**config.mk**
```make
export PLATFORM = sky130hd
export DESIGN_NAME = fir_line_sequencer_flat
export DESIGN_NICKNAME = d
export VERILOG_FILES = /design/src/rtl/fir_seq_pkg.sv /design/src/rtl/fir_line_sequencer_if.sv /design/src/rtl/fir_seq_rd_pipe.sv /design/src/rtl/fir_line_sequencer.sv /design/src/flat_wrapper.sv
export SDC_FILE = /design/constraint.sdc
export NUM_CORES = 1
export LEC_CHECK = 0
export ABC_AREA = 1
export CORE_UTILIZATION = 60
export CTS_CLUSTER_SIZE = 20
export DETAILED_ROUTE_END_ITERATION = 8
export GPL_TIMING_DRIVEN = 0
export PLACE_DENSITY = 0.87
export RECOVER_POWER = 100
export SYNTH_ARGS = -nofsm -noshare
export SYNTH_HDL_FRONTEND = slang
export SYNTH_SLANG_ARGS = --single-unit
```
**constraint.sdc**
```tcl
create_clock -name CLOCK_50_I -period 5.7 [get_ports CLOCK_50_I]
set_input_delay 1.14 -clock CLOCK_50_I [delete_from_list [all_inputs] [get_ports CLOCK_50_I]]
set_output_delay 1.14 -clock CLOCK_50_I [all_outputs]
set_load 0.1 [all_outputs]
```
**src/rtl/fir_seq_pkg.sv**
```systemverilog
// Shared types and constants for the chroma FIR line sequencer.
// Each pixel pair takes six phases. Lead reads are tagged so that their delayed strobes can be decoded.
package fir_seq_pkg;

  localparam int ADDR_W = 18;
  localparam int PHASES = 6;
  localparam int PH_U   = 0;
  localparam int PH_V   = 3;
  localparam int PH_OUT = 5;

  typedef enum logic [2:0] {
    S_IDLE,
    S_LEAD,
    S_RUN,
    S_TAIL,
    S_ROW_END,
    S_DONE
  } fir_seq_state_t;

  // Order matches lead read slot 0..3, so a slot index casts directly to its strobe
  typedef enum logic [1:0] {
    K_RD_U0,
    K_RD_V0,
    K_EN_U,
    K_EN_V
  } fir_seq_kind_t;

  typedef struct packed {
    fir_seq_kind_t kind;
    logic          vld;
  } rd_tag_t;

  function automatic logic [ADDR_W-1:0] fir_seq_addr(input logic [ADDR_W-1:0] base,
                                                     input logic [7:0]        row,
                                                     input logic [6:0]        col,
                                                     input int                words);
    return base + ADDR_W'(row) * ADDR_W'(words) + ADDR_W'(col);
  endfunction

endpackage

```
**src/rtl/fir_line_sequencer_if.sv**
```systemverilog
// Bus between the sequencer and the FIR datapath / SRAM address mux.
// The master drives the read address, the read request and all FIR control strobes.
interface fir_line_sequencer_if
  import fir_seq_pkg::*;
();

  logic [ADDR_W-1:0] SRAM_address;
  logic              SRAM_rd_req;
  logic              line_start;
  logic              line_end;
  logic              read_U_0;
  logic              read_V_0;
  logic              enable_U;
  logic              enable_V;
  logic              cycle;
  logic              pair_valid;

  modport master (
    output SRAM_address, SRAM_rd_req, line_start, line_end,
           read_U_0, read_V_0, enable_U, enable_V, cycle, pair_valid
  );

  modport slave (
    input  SRAM_address, SRAM_rd_req, line_start, line_end,
           read_U_0, read_V_0, enable_U, enable_V, cycle, pair_valid
  );

endinterface

```
**src/rtl/fir_seq_rd_pipe.sv**
```systemverilog
// Delays lead-read tags by LAT cycles so each strobe lines up with its SRAM data.
// Reset flushes the pipe, so no strobe can come from a read issued before reset.
module fir_seq_rd_pipe
  import fir_seq_pkg::*;
#(
  parameter int LAT = 2
) (
  input  logic          CLOCK_50_I,
  input  logic          resetn,
  input  logic          push_vld_i,
  input  fir_seq_kind_t push_kind_i,
  output logic          pop_vld_o,
  output fir_seq_kind_t pop_kind_o
);

  rd_tag_t tag_q [LAT];

  always_ff @(posedge CLOCK_50_I or negedge resetn) begin
    if (!resetn) begin
      for (int i = 0; i < LAT; i++) begin
        tag_q[i] <= '0;
      end
    end else begin
      tag_q[0].kind <= push_kind_i;
      tag_q[0].vld  <= push_vld_i;
      for (int i = 1; i < LAT; i++) begin
        tag_q[i] <= tag_q[i-1];
      end
    end
  end

  assign pop_vld_o  = tag_q[LAT-1].vld;
  assign pop_kind_o = tag_q[LAT-1].kind;

endmodule

```
**src/rtl/fir_line_sequencer.sv**
```systemverilog
// Per-row read and strobe sequencer for the chroma upsampling FIR. Each row runs lead, run, tail, then row end.
// Macro FIR_SEQ_ROWCHK_EN adds err_sticky, which latches if a row's read or pair count is wrong.
module fir_line_sequencer
  import fir_seq_pkg::*;
#(
  parameter logic [ADDR_W-1:0] U_BASE        = 18'd38400,
  parameter logic [ADDR_W-1:0] V_BASE        = 18'd57600,
  parameter int                WORDS_PER_ROW = 80,
  parameter int                ROWS          = 240,
  parameter int                SRAM_LAT      = 2,
  parameter int                TAIL_PAIRS    = 3
) (
  input  logic                        CLOCK_50_I,
  input  logic                        resetn,
  input  logic                        start,
  fir_line_sequencer_if.master        seq_if,
  output logic [7:0]                  row,
  output logic                        busy,
  output logic                        done
`ifdef FIR_SEQ_ROWCHK_EN
  ,
  output logic                        err_sticky
`endif
);

  localparam int LEAD_LEN  = 4 + SRAM_LAT;
  localparam int ROW_PAIRS = 2 * WORDS_PER_ROW;
  localparam int RUN_PAIRS = ROW_PAIRS - TAIL_PAIRS;
  localparam int PH_RD_U   = PHASES - SRAM_LAT;
  localparam int PH_RD_V   = PH_V - SRAM_LAT;

  fir_seq_state_t state_q, state_d;
  logic [7:0]     row_q, row_d;
  logic [6:0]     col_q, col_d;
  logic [3:0]     cnt_q, cnt_d;
  logic [7:0]     pair_q, pair_d;

  logic           rd_req, rd_is_v;
  logic           push_vld;
  fir_seq_kind_t  push_kind;
  logic           pop_vld;
  fir_seq_kind_t  pop_kind;
  logic           ls, le, en_u_run, en_v_run, cyc, pv, busy_c, done_c;

  always_ff @(posedge CLOCK_50_I or negedge resetn) begin
    if (!resetn) begin
      state_q <= S_IDLE;
      row_q   <= '0;
      col_q   <= '0;
      cnt_q   <= '0;
      pair_q  <= '0;
    end else begin
      state_q <= state_d;
      row_q   <= row_d;
      col_q   <= col_d;
      cnt_q   <= cnt_d;
      pair_q  <= pair_d;
    end
  end

  always_comb begin
    state_d   = state_q;
    row_d     = row_q;
    col_d     = col_q;
    cnt_d     = cnt_q;
    pair_d    = pair_q;
    rd_req    = 1'b0;
    rd_is_v   = 1'b0;
    push_vld  = 1'b0;
    push_kind = K_RD_U0;
    ls        = 1'b0;
    le        = 1'b0;
    en_u_run  = 1'b0;
    en_v_run  = 1'b0;
    cyc       = 1'b0;
    pv        = 1'b0;
    busy_c    = 1'b1;
    done_c    = 1'b0;
    case (state_q)
      S_IDLE: begin
        busy_c = 1'b0;
        if (start) begin
          state_d = S_LEAD;
          row_d   = '0;
          col_d   = '0;
          cnt_d   = '0;
        end
      end
      S_LEAD: begin
        ls    = 1'b1;
        cnt_d = cnt_q + 4'd1;
        if (cnt_q < 4'd4) begin
          rd_req    = 1'b1;
          rd_is_v   = cnt_q[0];
          push_vld  = 1'b1;
          push_kind = fir_seq_kind_t'(cnt_q[1:0]);
          if (cnt_q[0]) col_d = col_q + 7'd1;
        end else if (cnt_q == 4'(LEAD_LEN - SRAM_LAT) && col_q < 7'(WORDS_PER_ROW)) begin
          // High byte for run pair 0 must already be on the bus at its first phase
          rd_req = 1'b1;
        end
        if (cnt_q == 4'(LEAD_LEN - 1)) begin
          state_d = S_RUN;
          cnt_d   = '0;
          pair_d  = '0;
        end
      end
      S_RUN, S_TAIL: begin
        le       = (state_q == S_TAIL);
        cyc      = pair_q[0];
        en_u_run = (cnt_q == 4'(PH_U));
        en_v_run = (cnt_q == 4'(PH_V));
        pv       = (cnt_q == 4'(PH_OUT));
        if (state_q == S_RUN && col_q < 7'(WORDS_PER_ROW)) begin
          if (!pair_q[0] && cnt_q == 4'(PH_RD_V)) begin
            rd_req  = 1'b1;
            rd_is_v = 1'b1;
            col_d   = col_q + 7'd1;
          end else if (pair_q[0] && cnt_q == 4'(PH_RD_U)) begin
            rd_req = 1'b1;
          end
        end
        cnt_d = cnt_q + 4'd1;
        if (cnt_q == 4'(PHASES - 1)) begin
          cnt_d  = '0;
          pair_d = pair_q + 8'd1;
          if (pair_q == 8'(RUN_PAIRS - 1)) state_d = S_TAIL;
          if (pair_q == 8'(ROW_PAIRS - 1)) state_d = S_ROW_END;
        end
      end
      S_ROW_END: begin
        if (row_q < 8'(ROWS - 1)) begin
          row_d   = row_q + 8'd1;
          col_d   = '0;
          cnt_d   = '0;
          state_d = S_LEAD;
        end else begin
          state_d = S_DONE;
        end
      end
      S_DONE: begin
        busy_c  = 1'b0;
        done_c  = 1'b1;
        state_d = S_IDLE;
      end
      default: state_d = S_IDLE;
    endcase
  end

  fir_seq_rd_pipe #(.LAT(SRAM_LAT)) u_rd_pipe (
    .CLOCK_50_I (CLOCK_50_I),
    .resetn     (resetn),
    .push_vld_i (push_vld),
    .push_kind_i(push_kind),
    .pop_vld_o  (pop_vld),
    .pop_kind_o (pop_kind)
  );

  assign seq_if.SRAM_rd_req  = rd_req;
  assign seq_if.SRAM_address = rd_req ? fir_seq_addr(rd_is_v ? V_BASE : U_BASE, row_q, col_q, WORDS_PER_ROW)
                                      : '0;
  assign seq_if.line_start   = ls;
  assign seq_if.line_end     = le;
  assign seq_if.read_U_0     = pop_vld && (pop_kind == K_RD_U0);
  assign seq_if.read_V_0     = pop_vld && (pop_kind == K_RD_V0);
  assign seq_if.enable_U     = en_u_run | (pop_vld && (pop_kind == K_EN_U));
  assign seq_if.enable_V     = en_v_run | (pop_vld && (pop_kind == K_EN_V));
  assign seq_if.cycle        = cyc;
  assign seq_if.pair_valid   = pv;

  assign row  = row_q;
  assign busy = busy_c;
  assign done = done_c;

`ifdef FIR_SEQ_ROWCHK_EN
  logic [7:0] n_rd_u_q, n_rd_v_q;
  logic [8:0] n_pv_q;
  logic       err_q;

  // The tallies watch the bus itself, so they also catch a request lost downstream of the FSM
  always_ff @(posedge CLOCK_50_I or negedge resetn) begin
    if (!resetn) begin
      n_rd_u_q <= '0;
      n_rd_v_q <= '0;
      n_pv_q   <= '0;
      err_q    <= 1'b0;
    end else if (state_q == S_ROW_END || state_q == S_IDLE) begin
      n_rd_u_q <= '0;
      n_rd_v_q <= '0;
      n_pv_q   <= '0;
      if (state_q == S_ROW_END &&
          (n_rd_u_q != 8'(WORDS_PER_ROW) || n_rd_v_q != 8'(WORDS_PER_ROW) ||
           n_pv_q != 9'(ROW_PAIRS))) begin
        err_q <= 1'b1;
      end
    end else begin
      if (seq_if.SRAM_rd_req && !rd_is_v) n_rd_u_q <= n_rd_u_q + 8'd1;
      if (seq_if.SRAM_rd_req &&  rd_is_v) n_rd_v_q <= n_rd_v_q + 8'd1;
      if (seq_if.pair_valid)              n_pv_q   <= n_pv_q + 9'd1;
    end
  end

  assign err_sticky = err_q;
`endif

endmodule

```
**src/flat_wrapper.sv**
```systemverilog
// flat-port wrapper written by rule: the top's interface ports become plain ports
module fir_line_sequencer_flat import fir_seq_pkg::*;
#(
  parameter logic [ADDR_W-1:0] U_BASE        = 18'd38400,
  parameter logic [ADDR_W-1:0] V_BASE        = 18'd57600,
  parameter int                WORDS_PER_ROW = 80,
  parameter int                ROWS          = 240,
  parameter int                SRAM_LAT      = 2,
  parameter int                TAIL_PAIRS    = 3
)
  (CLOCK_50_I, resetn, start, row, busy, done, seq_if_SRAM_address, seq_if_SRAM_rd_req, seq_if_line_start, seq_if_line_end, seq_if_read_U_0, seq_if_read_V_0, seq_if_enable_U, seq_if_enable_V, seq_if_cycle, seq_if_pair_valid);
  fir_line_sequencer_if seq_if_i ();
  input  logic CLOCK_50_I;
  input  logic resetn;
  input  logic start;
  output logic [7:0] row;
  output logic busy;
  output logic done;
  output wire logic [$bits(seq_if_i.SRAM_address)-1:0] seq_if_SRAM_address;
  output wire logic [$bits(seq_if_i.SRAM_rd_req)-1:0] seq_if_SRAM_rd_req;
  output wire logic [$bits(seq_if_i.line_start)-1:0] seq_if_line_start;
  output wire logic [$bits(seq_if_i.line_end)-1:0] seq_if_line_end;
  output wire logic [$bits(seq_if_i.read_U_0)-1:0] seq_if_read_U_0;
  output wire logic [$bits(seq_if_i.read_V_0)-1:0] seq_if_read_V_0;
  output wire logic [$bits(seq_if_i.enable_U)-1:0] seq_if_enable_U;
  output wire logic [$bits(seq_if_i.enable_V)-1:0] seq_if_enable_V;
  output wire logic [$bits(seq_if_i.cycle)-1:0] seq_if_cycle;
  output wire logic [$bits(seq_if_i.pair_valid)-1:0] seq_if_pair_valid;
  assign seq_if_SRAM_address = seq_if_i.SRAM_address;
  assign seq_if_SRAM_rd_req = seq_if_i.SRAM_rd_req;
  assign seq_if_line_start = seq_if_i.line_start;
  assign seq_if_line_end = seq_if_i.line_end;
  assign seq_if_read_U_0 = seq_if_i.read_U_0;
  assign seq_if_read_V_0 = seq_if_i.read_V_0;
  assign seq_if_enable_U = seq_if_i.enable_U;
  assign seq_if_enable_V = seq_if_i.enable_V;
  assign seq_if_cycle = seq_if_i.cycle;
  assign seq_if_pair_valid = seq_if_i.pair_valid;
  fir_line_sequencer #(.U_BASE(U_BASE), .V_BASE(V_BASE), .WORDS_PER_ROW(WORDS_PER_ROW), .ROWS(ROWS), .SRAM_LAT(SRAM_LAT), .TAIL_PAIRS(TAIL_PAIRS)) u_core (.CLOCK_50_I(CLOCK_50_I), .resetn(resetn), .start(start), .seq_if(seq_if_i), .row(row), .busy(busy), .done(done));
endmodule
```
==> reports/results.ini <==
[synth]
synthArstFlopShare = 1.00
ys_warn_count = 0
ys_seq_area_frac = 0.309
avgSynthCellArea_sq_um = 7.15
syn_nets = 437
ys_ff_latch = 36
yosysUniqueCellTypes = 33
synth_flop_cell = dfrtp_1
synth_edf_count = 0
synth_area_sq_um = 2910
netlist_instances = 407

[critical_path]
path_max_fanout = 8
path_class = reg2out
crit_required_ns = 4.56
arrival_ns = 4.30
endpoint_kind = output port
regToRegSetupSlack_ns = 3.24
critPathLaunchType = flop

[global_route]
grt_pass1_vias = 2541
grt_overflow = 0
antenna_found_initial = 0
grt_start_max_net_pins = 37
grt_pass1_wl_um = 11300
grt_use_total = 0.279

[pwr]
power_frac_comb = 0.646
fin_total_pwr_uw = 1550
power_density_nw_per_um2 = 457
p_sw_frac = 0.598
p_sw_uw = 928
internal_power_uw = 624
seqPwrFrac = 0.227
p_leak_uw = 0.00182
peakVddDrop_mv = 0.375
clkPwrFrac = 0.127

[clocking]
clk_latency_ns = 0.30
cts_max_path_buffers = 2
cts-buffers-inserted = 5
cts_max_level = 2
cts_root_buffer = clkbuf_8
cts_tree = built
clkTransAtPathRegs_ns = 0.07
post_cts_buffers = 0
cts_sinks = 36

[timing]
hold_viol = 0
finClkSkew_ns = 0.00903
drv_slew = 37
finalSetupViolCount = 0
max_freq_mhz = 184
tightest_slew_ns = 1.96
slew_headroom = -0.307
period_share = 0.955
tns_ns = 0
grt_setup_unrepaired = false
fin_crit_ns = 5.44

[drt]
post_drt_wl_per_cell_um = 12.9
postRouteWirelength_um = 6500
vias_per_cell = 5.51
antenna_left = 0
drt-initial-drc-count = 221
drcViolationCount = 0
first_pass_iters = 4
num_vias = 2775

[layout]
area_delta_synth_final_pct = 16.7
num_antenna_cells = 0
nets = 482
post-route-util = 0.754
drive_gt1_frac = 0.0597

[hold_path]
hold_class = reg2reg

[floorplan]
ioPinCount = 40
die-area_sq_um = 5140
start_util = 0.646
dieWidth_um = 71.7
rows = 24
coreArea_sq_um = 4500
die_y_um = 71.7

[flow_run]
maxCapViolations = 1

[outcome]
status = complete, but fails checks
violations = capacitance limit, slew limit

[place]
dp_hpwl_um = 4940
numPortBuffers = 38
gp_congestion = 0.889

[cells by family after synthesis]
| kind of cell | Yosys count | synth area share |
|---|---|---|
| xor gates and xnor gates | 17 | 0.0511 |
| buffers and inverters | 57 | 0.0774 |
| other | 1 | 0.00129 |
| and+or+nand+nor | 217 | 0.339 |
| adders and majority gates | 27 | 0.121 |
| DFF | 36 | 0.309 |
| AOI/OAI and AO/OA | 52 | 0.100 |
[worst paths after layout]
path | startpoint | end | cells past startpoint
min in group asynchronous | resetn | u_core.col_q[4] | 1
setup reg to reg | u_core.state_q[0] | u_core.col_q[1] | 6
hold / removal | u_core.u_rd_pipe.tag_q[3] | u_core.u_rd_pipe.pop_vld_o | 0
hold reg to reg | u_core.u_rd_pipe.tag_q[3] | u_core.u_rd_pipe.pop_vld_o | 0
setup / recovery | u_core.row[1] | seq_if_SRAM_address[16] | 14
max in group asynchronous | resetn | u_core.pair_q[2] | 1
[metrics by stage]
step / hold WS [ns] / setup WS [ns] / cell area, sq um / instances
floorplan: 0.331 / 0.233 / 2920 / 407
CTS: 0.357 / 0.0657 / 3450 / 504
global route: 0.369 / 0.00928 / 3400 / 504
finish: 0.355 / 0.257 / 3400 / 504
detailed placement: 0.341 / 0.401 / 3360 / 497
global placement: 0.332 / 0.467 / 3360 / 497
[layer usage]
metal	track usage	part of all wire	wire, um
met4	0.0893	0.017	113
met2	0.453	0.47	3070
met1	0.383	0.46	2970
met3	0.0464	0.052	341
met5	0	0	0
[power by group through the flow]
| stage | Sequential [uW] | Combinational [uW] | Clock [uW] |
|---|---|---|---|
| floorplan | 346 | 834 | 0 |
| global placement | 354 | 1030 | 0 |
| detailed placement | 356 | 1040 | 0 |
| CTS | 352 | 1050 | 199 |
| global route | 359 | 1070 | 214 |
| finish | 352 | 1000 | 198 |
[state kept, by name, indices dropped and copies added, names as in the netlist]
name	flops
u_core.cnt_q	4
u_core.col_q	7
u_core.pair_q	8
u_core.row	8
u_core.state_q	3
u_core.u_rd_pipe.pop_kind_o	2
u_core.u_rd_pipe.pop_vld_o	1
u_core.u_rd_pipe.tag_q	3
[final cells by class]
| cell class | count | area, sq um |
|---|---|---|
| Buffer | 2 | 11.3 |
| Timing Repair Buffer | 38 | 368 |
| Clock buffer | 7 | 96.3 |
| Inverter | 55 | 206 |
| Multi-Input combinational cell | 314 | 1750 |
| Tap cell | 52 | 65.1 |
| Fill cell | 353 | 1110 |
| Sequential cell | 36 | 901 |
[what timing repair did]
action	in CTS	in global routing
hold buffers	0	0
setup endpoints to repair	0	1
gates resized for setup	0	1
[Yosys cell counts, types with 4 or more instances]
library cell  instances  area share
ha_1                 25        0.11
inv_1                48       0.062
o21ai_1               6       0.010
nand3_1              34       0.058
o21ai_0              13       0.022
a21oi_1              19       0.033
nor3_1                8       0.014
nor2_1               51       0.066
xor2_1               14       0.042
nand4_1               6       0.013
o22ai_1               4      0.0086
inv_2                 6      0.0077
nand2_1              99        0.13
nor2_2                5       0.011
o31ai_1               4       0.010
dfrtp_1              36        0.31
[layout by cell type (no fill, tap or decap), drive strengths merged]
| cell | Yosys | routed |
|---|---|---|
| or2 | 2 | 2 |
| a21oi | 19 | 19 |
| a31o | 1 | 1 |
| nor3 | 10 | 10 |
| conb | 1 | 1 |
| nor2 | 59 | 59 |
| o21ai | 19 | 19 |
| ha | 25 | 25 |
| nor4 | 1 | 1 |
| nand2 | 102 | 102 |
| fa | 2 | 2 |
| a21o | 1 | 1 |
| inv | 54 | 53 |
| buf | 2 | 1 |
| xor2 | 14 | 14 |
| o21a | 3 | 3 |
| xnor2 | 3 | 3 |
| o21bai | 1 | 1 |
| clkbuf | 0 | 10 |
| o22ai | 4 | 4 |
| nand4 | 6 | 6 |
| dlygate4sd3 | 0 | 32 |
| o31ai | 4 | 4 |
| clkdlybuf4s50 | 0 | 4 |
| nand3 | 37 | 37 |
| dfrtp | 36 | 36 |
| clkinv | 1 | 2 |
[critical path, cell delays in order, from the launching register on]
cell and delay, ns:
dfrtp_1 0.49, ha_1 0.35, ha_1 0.23, fa_1 0.42, nand2_1 0.08, nand2_1 0.05
nand3_1 0.14, nand2_1 0.07, a21oi_1 0.16, xor2_1 0.09, ha_1 0.38, nand2_1 0.09
o21a_1 0.19, a21oi_2 0.12, clkdlybuf4s50_1 1.14
No activity file was read; power rests on OpenSTA's default activity.
